===== src/rtl/traceback_ctrl_if.sv =====
// Handshake/data bundle between the traceback controller, the key (time-index)
// register and the survivor-decision memory.
interface traceback_ctrl_if #(
  parameter int WORD_NUM     = 16,
  parameter int WORD_NUM_BIT = 4,
  parameter int STATE_BITS   = 2
);
  localparam int N = 1 << STATE_BITS;

  logic                    start;
  logic [STATE_BITS-1:0]   start_state;
  logic [WORD_NUM_BIT-1:0] last_index;
  logic [WORD_NUM_BIT-1:0] key_i;
  logic                    RW_Key_reg;
  logic [WORD_NUM_BIT-1:0] key_Key_reg;
  logic                    decrement_enable;
  logic [WORD_NUM_BIT-1:0] surv_addr;
  logic [N-1:0]            surv_data;
  logic                    bit_valid;
  logic                    bit_out;
  logic [WORD_NUM-1:0]     decoded_word;
  logic                    busy;
  logic                    done;

  modport slave (
    input  start, start_state, last_index, key_i, surv_data,
    output RW_Key_reg, key_Key_reg, decrement_enable, surv_addr,
           bit_valid, bit_out, decoded_word, busy, done
  );

  modport master (
    output start, start_state, last_index, key_i, surv_data,
    input  RW_Key_reg, key_Key_reg, decrement_enable, surv_addr,
           bit_valid, bit_out, decoded_word, busy, done
  );
endinterface


===== src/rtl/traceback_ctrl.sv =====
// Viterbi traceback controller: loads the key register with the last trellis
// index, then walks the survivor memory backwards one index per cycle.
//
// state  | meaning
// IDLE   | waiting for start; captures start_state/last_index on start
// LOAD   | strobes RW_Key_reg with the captured last index
// TRACE  | one survivor step per cycle, key register decrements until 0
// FINISH | one-cycle done pulse, starts ignored
module traceback_ctrl #(
  parameter int WORD_NUM     = 16,
  parameter int WORD_NUM_BIT = 4,
  parameter int STATE_BITS   = 2
) (
  input  logic             clk,
  input  logic             rst_n,
  traceback_ctrl_if.slave  bus
);

  typedef enum logic [1:0] {
    IDLE   = 2'd0,
    LOAD   = 2'd1,
    TRACE  = 2'd2,
    FINISH = 2'd3
  } state_t;

  state_t                  state_q, state_d;
  logic [STATE_BITS-1:0]   cur_state_q, cur_state_d;
  logic [WORD_NUM_BIT-1:0] idx_cap_q, idx_cap_d;
  logic [WORD_NUM-1:0]     decoded_word_q, decoded_word_d;
  logic                    bit_out_q, bit_out_d;
  logic                    bit_valid_q, bit_valid_d;
  logic                    surv_bit;
  logic                    key_zero;

  assign surv_bit = bus.surv_data[cur_state_q];
  assign key_zero = (bus.key_i == '0);

  always_ff @(posedge clk or negedge rst_n) begin
    if (!rst_n) begin
      state_q        <= IDLE;
      cur_state_q    <= '0;
      idx_cap_q      <= '0;
      decoded_word_q <= '0;
      bit_out_q      <= 1'b0;
      bit_valid_q    <= 1'b0;
    end else begin
      state_q        <= state_d;
      cur_state_q    <= cur_state_d;
      idx_cap_q      <= idx_cap_d;
      decoded_word_q <= decoded_word_d;
      bit_out_q      <= bit_out_d;
      bit_valid_q    <= bit_valid_d;
    end
  end

  always_comb begin
    state_d        = state_q;
    cur_state_d    = cur_state_q;
    idx_cap_d      = idx_cap_q;
    decoded_word_d = decoded_word_q;
    bit_out_d      = bit_out_q;
    bit_valid_d    = 1'b0;

    unique case (state_q)
      IDLE: begin
        if (bus.start) begin
          cur_state_d    = bus.start_state;
          idx_cap_d      = bus.last_index;
          decoded_word_d = '0;
          state_d        = LOAD;
        end
      end
      LOAD: begin
        state_d = TRACE;
      end
      TRACE: begin
        // The emitted bit is the MSB of the state before shifting in the decision.
        bit_out_d                 = cur_state_q[STATE_BITS-1];
        bit_valid_d               = 1'b1;
        decoded_word_d[bus.key_i] = cur_state_q[STATE_BITS-1];
        cur_state_d               = {cur_state_q[STATE_BITS-2:0], surv_bit};
        if (key_zero) state_d = FINISH;
      end
      FINISH: begin
        state_d = IDLE;
      end
      default: state_d = IDLE;
    endcase
  end

  assign bus.RW_Key_reg       = (state_q == LOAD);
  assign bus.key_Key_reg      = idx_cap_q;
  assign bus.decrement_enable = (state_q == TRACE) && !key_zero;
  assign bus.surv_addr        = bus.key_i;
  assign bus.busy             = (state_q == LOAD) || (state_q == TRACE);
  assign bus.done             = (state_q == FINISH);
  assign bus.bit_valid        = bit_valid_q;
  assign bus.bit_out          = bit_out_q;
  assign bus.decoded_word     = decoded_word_q;

endmodule


===== src/flat_wrapper.sv =====
// flat-port wrapper written by rule: the top's interface ports become plain ports
module traceback_ctrl_flat 
#(
  parameter int WORD_NUM     = 16,
  parameter int WORD_NUM_BIT = 4,
  parameter int STATE_BITS   = 2
)
  (clk, rst_n, bus_start, bus_start_state, bus_last_index, bus_key_i, bus_surv_data, bus_RW_Key_reg, bus_key_Key_reg, bus_decrement_enable, bus_surv_addr, bus_bit_valid, bus_bit_out, bus_decoded_word, bus_busy, bus_done);
  traceback_ctrl_if #(.WORD_NUM(WORD_NUM), .WORD_NUM_BIT(WORD_NUM_BIT), .STATE_BITS(STATE_BITS)) bus_i ();
  input  logic clk;
  input  logic rst_n;
  input wire logic [$bits(bus_i.start)-1:0] bus_start;
  input wire logic [$bits(bus_i.start_state)-1:0] bus_start_state;
  input wire logic [$bits(bus_i.last_index)-1:0] bus_last_index;
  input wire logic [$bits(bus_i.key_i)-1:0] bus_key_i;
  input wire logic [$bits(bus_i.surv_data)-1:0] bus_surv_data;
  output wire logic [$bits(bus_i.RW_Key_reg)-1:0] bus_RW_Key_reg;
  output wire logic [$bits(bus_i.key_Key_reg)-1:0] bus_key_Key_reg;
  output wire logic [$bits(bus_i.decrement_enable)-1:0] bus_decrement_enable;
  output wire logic [$bits(bus_i.surv_addr)-1:0] bus_surv_addr;
  output wire logic [$bits(bus_i.bit_valid)-1:0] bus_bit_valid;
  output wire logic [$bits(bus_i.bit_out)-1:0] bus_bit_out;
  output wire logic [$bits(bus_i.decoded_word)-1:0] bus_decoded_word;
  output wire logic [$bits(bus_i.busy)-1:0] bus_busy;
  output wire logic [$bits(bus_i.done)-1:0] bus_done;
  assign bus_i.start = bus_start;
  assign bus_i.start_state = bus_start_state;
  assign bus_i.last_index = bus_last_index;
  assign bus_i.key_i = bus_key_i;
  assign bus_i.surv_data = bus_surv_data;
  assign bus_RW_Key_reg = bus_i.RW_Key_reg;
  assign bus_key_Key_reg = bus_i.key_Key_reg;
  assign bus_decrement_enable = bus_i.decrement_enable;
  assign bus_surv_addr = bus_i.surv_addr;
  assign bus_bit_valid = bus_i.bit_valid;
  assign bus_bit_out = bus_i.bit_out;
  assign bus_decoded_word = bus_i.decoded_word;
  assign bus_busy = bus_i.busy;
  assign bus_done = bus_i.done;
  traceback_ctrl #(.WORD_NUM(WORD_NUM), .WORD_NUM_BIT(WORD_NUM_BIT), .STATE_BITS(STATE_BITS)) u_core (.clk(clk), .rst_n(rst_n), .bus(bus_i));
endmodule

===== config.mk =====
export PLATFORM = sky130hd
export DESIGN_NAME = traceback_ctrl_flat
export DESIGN_NICKNAME = d
export VERILOG_FILES = /design/src/rtl/traceback_ctrl_if.sv /design/src/rtl/traceback_ctrl.sv /design/src/flat_wrapper.sv
export SDC_FILE = /design/constraint.sdc
export NUM_CORES = 1
export LEC_CHECK = 0
export BUFFER_PORTS_ARGS = -buffer_cell sky130_fd_sc_hd__buf_2
export CORE_ASPECT_RATIO = 0.5
export CORE_UTILIZATION = 30
export CTS_CLUSTER_DIAMETER = 200
export DETAILED_ROUTE_END_ITERATION = 10
export GPL_ROUTABILITY_DRIVEN = 0
export PLACE_DENSITY = 0.52
export SKIP_CTS_REPAIR_TIMING = 1
export SLEW_MARGIN = 25
export SYNTH_ARGS = -nofsm -noshare
export SYNTH_HDL_FRONTEND = slang
export SYNTH_SLANG_ARGS = --single-unit
export TNS_END_PERCENT = 50

===== constraint.sdc =====
create_clock -name clk -period 1.7 [get_ports clk]
set_input_delay 0.34 -clock clk [delete_from_list [all_inputs] [get_ports clk]]
set_output_delay 0.34 -clock clk [all_outputs]
set_load 0.02 [all_outputs]

==> flow_metrics.tcl <==
set metrics [dict create \
    postLayoutCellArea_um2 1880 \
    synth_edf_count 0 \
    cp-start-kind "flop" \
    cts_made_buffers 3 \
    portBuffers 46 \
    dpl-instance-area_um2 1750 \
    max_freq_mhz 606 \
    ant_nets 0 \
    ys_types 28 \
    cts_tree "done" \
    yosysMostFrequentCell "dfrtp_1" \
    routed_wl_mm 3.66 \
    ys.flop_type "dfrtp_1" \
    core_region_area_um2 4550 \
    r2r-end "u_core.bus.decoded_word[8]$_DFFE_PN0P_" \
    drc 0 \
    track_usage 0.148 \
    syn2layout_area_growth_pct 27.3 \
    fin_nets 211 \
    placed_cells 246 \
    syn_inst 142 \
    relSlewSlack 0.598 \
    largest_reg_flops 16 \
    fillers 463 \
    clk_latency_ns 0.28 \
    n_antenna_cell 0 \
    io_pins 47 \
    hpwlAfterDp_mm 2.61 \
    grt_pass1_vias 1160 \
    power.static_leakage_uw 0.000863 \
    syn_nets 165 \
    setup_viol 0 \
    drt-initial-drc-count 56 \
    post-place-ws_ns 0.0220 \
    instances_no_fill 253 \
    synth_top_cell_area_share 0.441 \
    multiInputGateArea_um2 698 \
    initial_utilization 0.324 \
    register_area_um2 652 \
    dr.pass1.iters 5 \
    chipWidth_um 101 \
    cts_sinks 26 \
    crit_path_max_fanout 5 \
    gr-total-overflow 0 \
    fin_crit_sh 0.970 \
    r2r_setup_slack_ns 0.08 \
    fin_crit_ns 1.65 \
    fp-row-count 17 \
    power_uw 2990 \
    crit_start "u_core.state_q[0]$_DFFE_PN0P_" \
    cellPowerDensity_nw_per_um2 1590 \
    vdd_drop_max_v 0.000623 \
    grt_pass1_wl_mm 5.78 \
    worst_ep_arrival_time_ns 1.31 \
    wire_per_inst_um 14.5 \
    timing_hold_violations_final 0 \
    endpoint_kind "output pin" \
    ys_async_sr_fraction 1.00 \
    path_class "flop to output pin" \
    layout_setup_ws_ns 0.0507 \
    syn_area_um2 1470 \
    ys_seq_area_frac 0.441 \
    rr_startpoint "u_core.state_q[0]$_DFFE_PN0P_" \
    whs_ns 0.0516 \
    required_ns 1.36 \
    synthTopCellsByArea "dfrtp_1 (44%), o22ai_1 (6.4%), mux2_2 (5.3%), a21oi_1 (5.1%), ha_1 (5.1%)" \
    cts_htree_levels 1 \
    worstRegToRegCells 6 \
    num_vias 1217 \
    final_layout_size_suffix_gt1_frac 0.422 \
    min_path_type "input port to asynchronous set/reset pin" \
    die_h_um 51.6 \
    synth_common_cells "dfrtp_1 (26), inv_1 (17), a21oi_1 (15), o22ai_1 (15)" \
    synth_top_area_cell "dfrtp_1" \
    worstMarginPinSlew_ns 0.603 \
    outcome "completed" \
    clockBufferDepth 2 \
    maxCapViolCount 0 \
    grt_max_degree 27 \
    ys_ff_latch 26 \
    die_area_um2 5210 \
    rsz0062_at_grt "yes" \
    avgViaCountPerCell 4.81 \
    slew_viol_final 0 \
    clk_pin_slew_ns 0.09 \
    antenna_found_initial 0 \
    cts_root_buffer "clkbuf_8" \
    skew_ns 0.00341 \
    syn_avg_cell_area_um2 10.4 \
    yosysWarnings 0 \
]
-- critical path: stages (launching register included) --
cell	delay, ns
dfrtp_1	0.41
inv_2	0.13
ha_4	0.15
o41a_1	0.20
buf_6	0.14
-- report_power, final --
group	total [uW]	leakage, uW	switching (uW)	internal (uW)
clock	417	0.0000288	209	208
combinational	1650	0.000493	889	756
sequential	929	0.000341	129	800
total	2990	0.000863	1230	1760
-- kinds of logic after synthesis --
kind of cell	share of synthesized area
compound gates	0.132
fa+ha+maj	0.0509
buf+inv	0.107
flops	0.441
mux	0.0993
simple gates	0.169
-- metrics by stage --
| stage | util | setup TNS, ns |
|---|---|---|
| after floorplan | - | 0 |
| after global placement | 0.385 | 0 |
| after detailed placement | 0.385 | 0 |
| after CTS | 0.397 | -0.179 |
| after global routing | 0.412 | -0.0248 |
| final | 0.412 | 0 |
-- worst max path at each step --
stage	to	slack, ns	cells past startpoint
after floorplan	u_core.state_q[1]$_DFFE_PN0P_	0.008	6
after global placement	u_core.bus.decoded_word[11]$_DFFE_PN0P_	0.07	6
after detailed placement	u_core.bus.decoded_word[12]$_DFFE_PN0P_	0.02	6
after CTS	bus_decrement_enable	-0.17	4
after global routing	bus_decrement_enable	-0.02	4
final	bus_decrement_enable	0.05	4
-- routing by layer --
layer	share of wire	track usage
met5	0	0
met1	0.49	0.203
met4	0.0057	0.0290
met2	0.46	0.236
met3	0.042	0.0403
-- layout by cell type (no fill, tap or decap), types with 3 or more instances in the layout --
cell	n
nand4bb_1	6
or4b_1	4
buf_4	11
ha_1	3
nand4b_1	6
clkbuf_8	4
inv_1	15
a21oi_1	15
mux2_2	7
nand2_1	3
buf_2	44
dfrtp_1	25
o22ai_1	15
-- cell type report --
class	instances	area share
multi-input cells	83	0.372
flip-flops and latches	26	0.347
repair buffers	57	0.173
well taps	66	0.0440
inverters	17	0.0340
clock buffers	4	0.0293
Note: power is estimated with default switching activity, not from simulation.
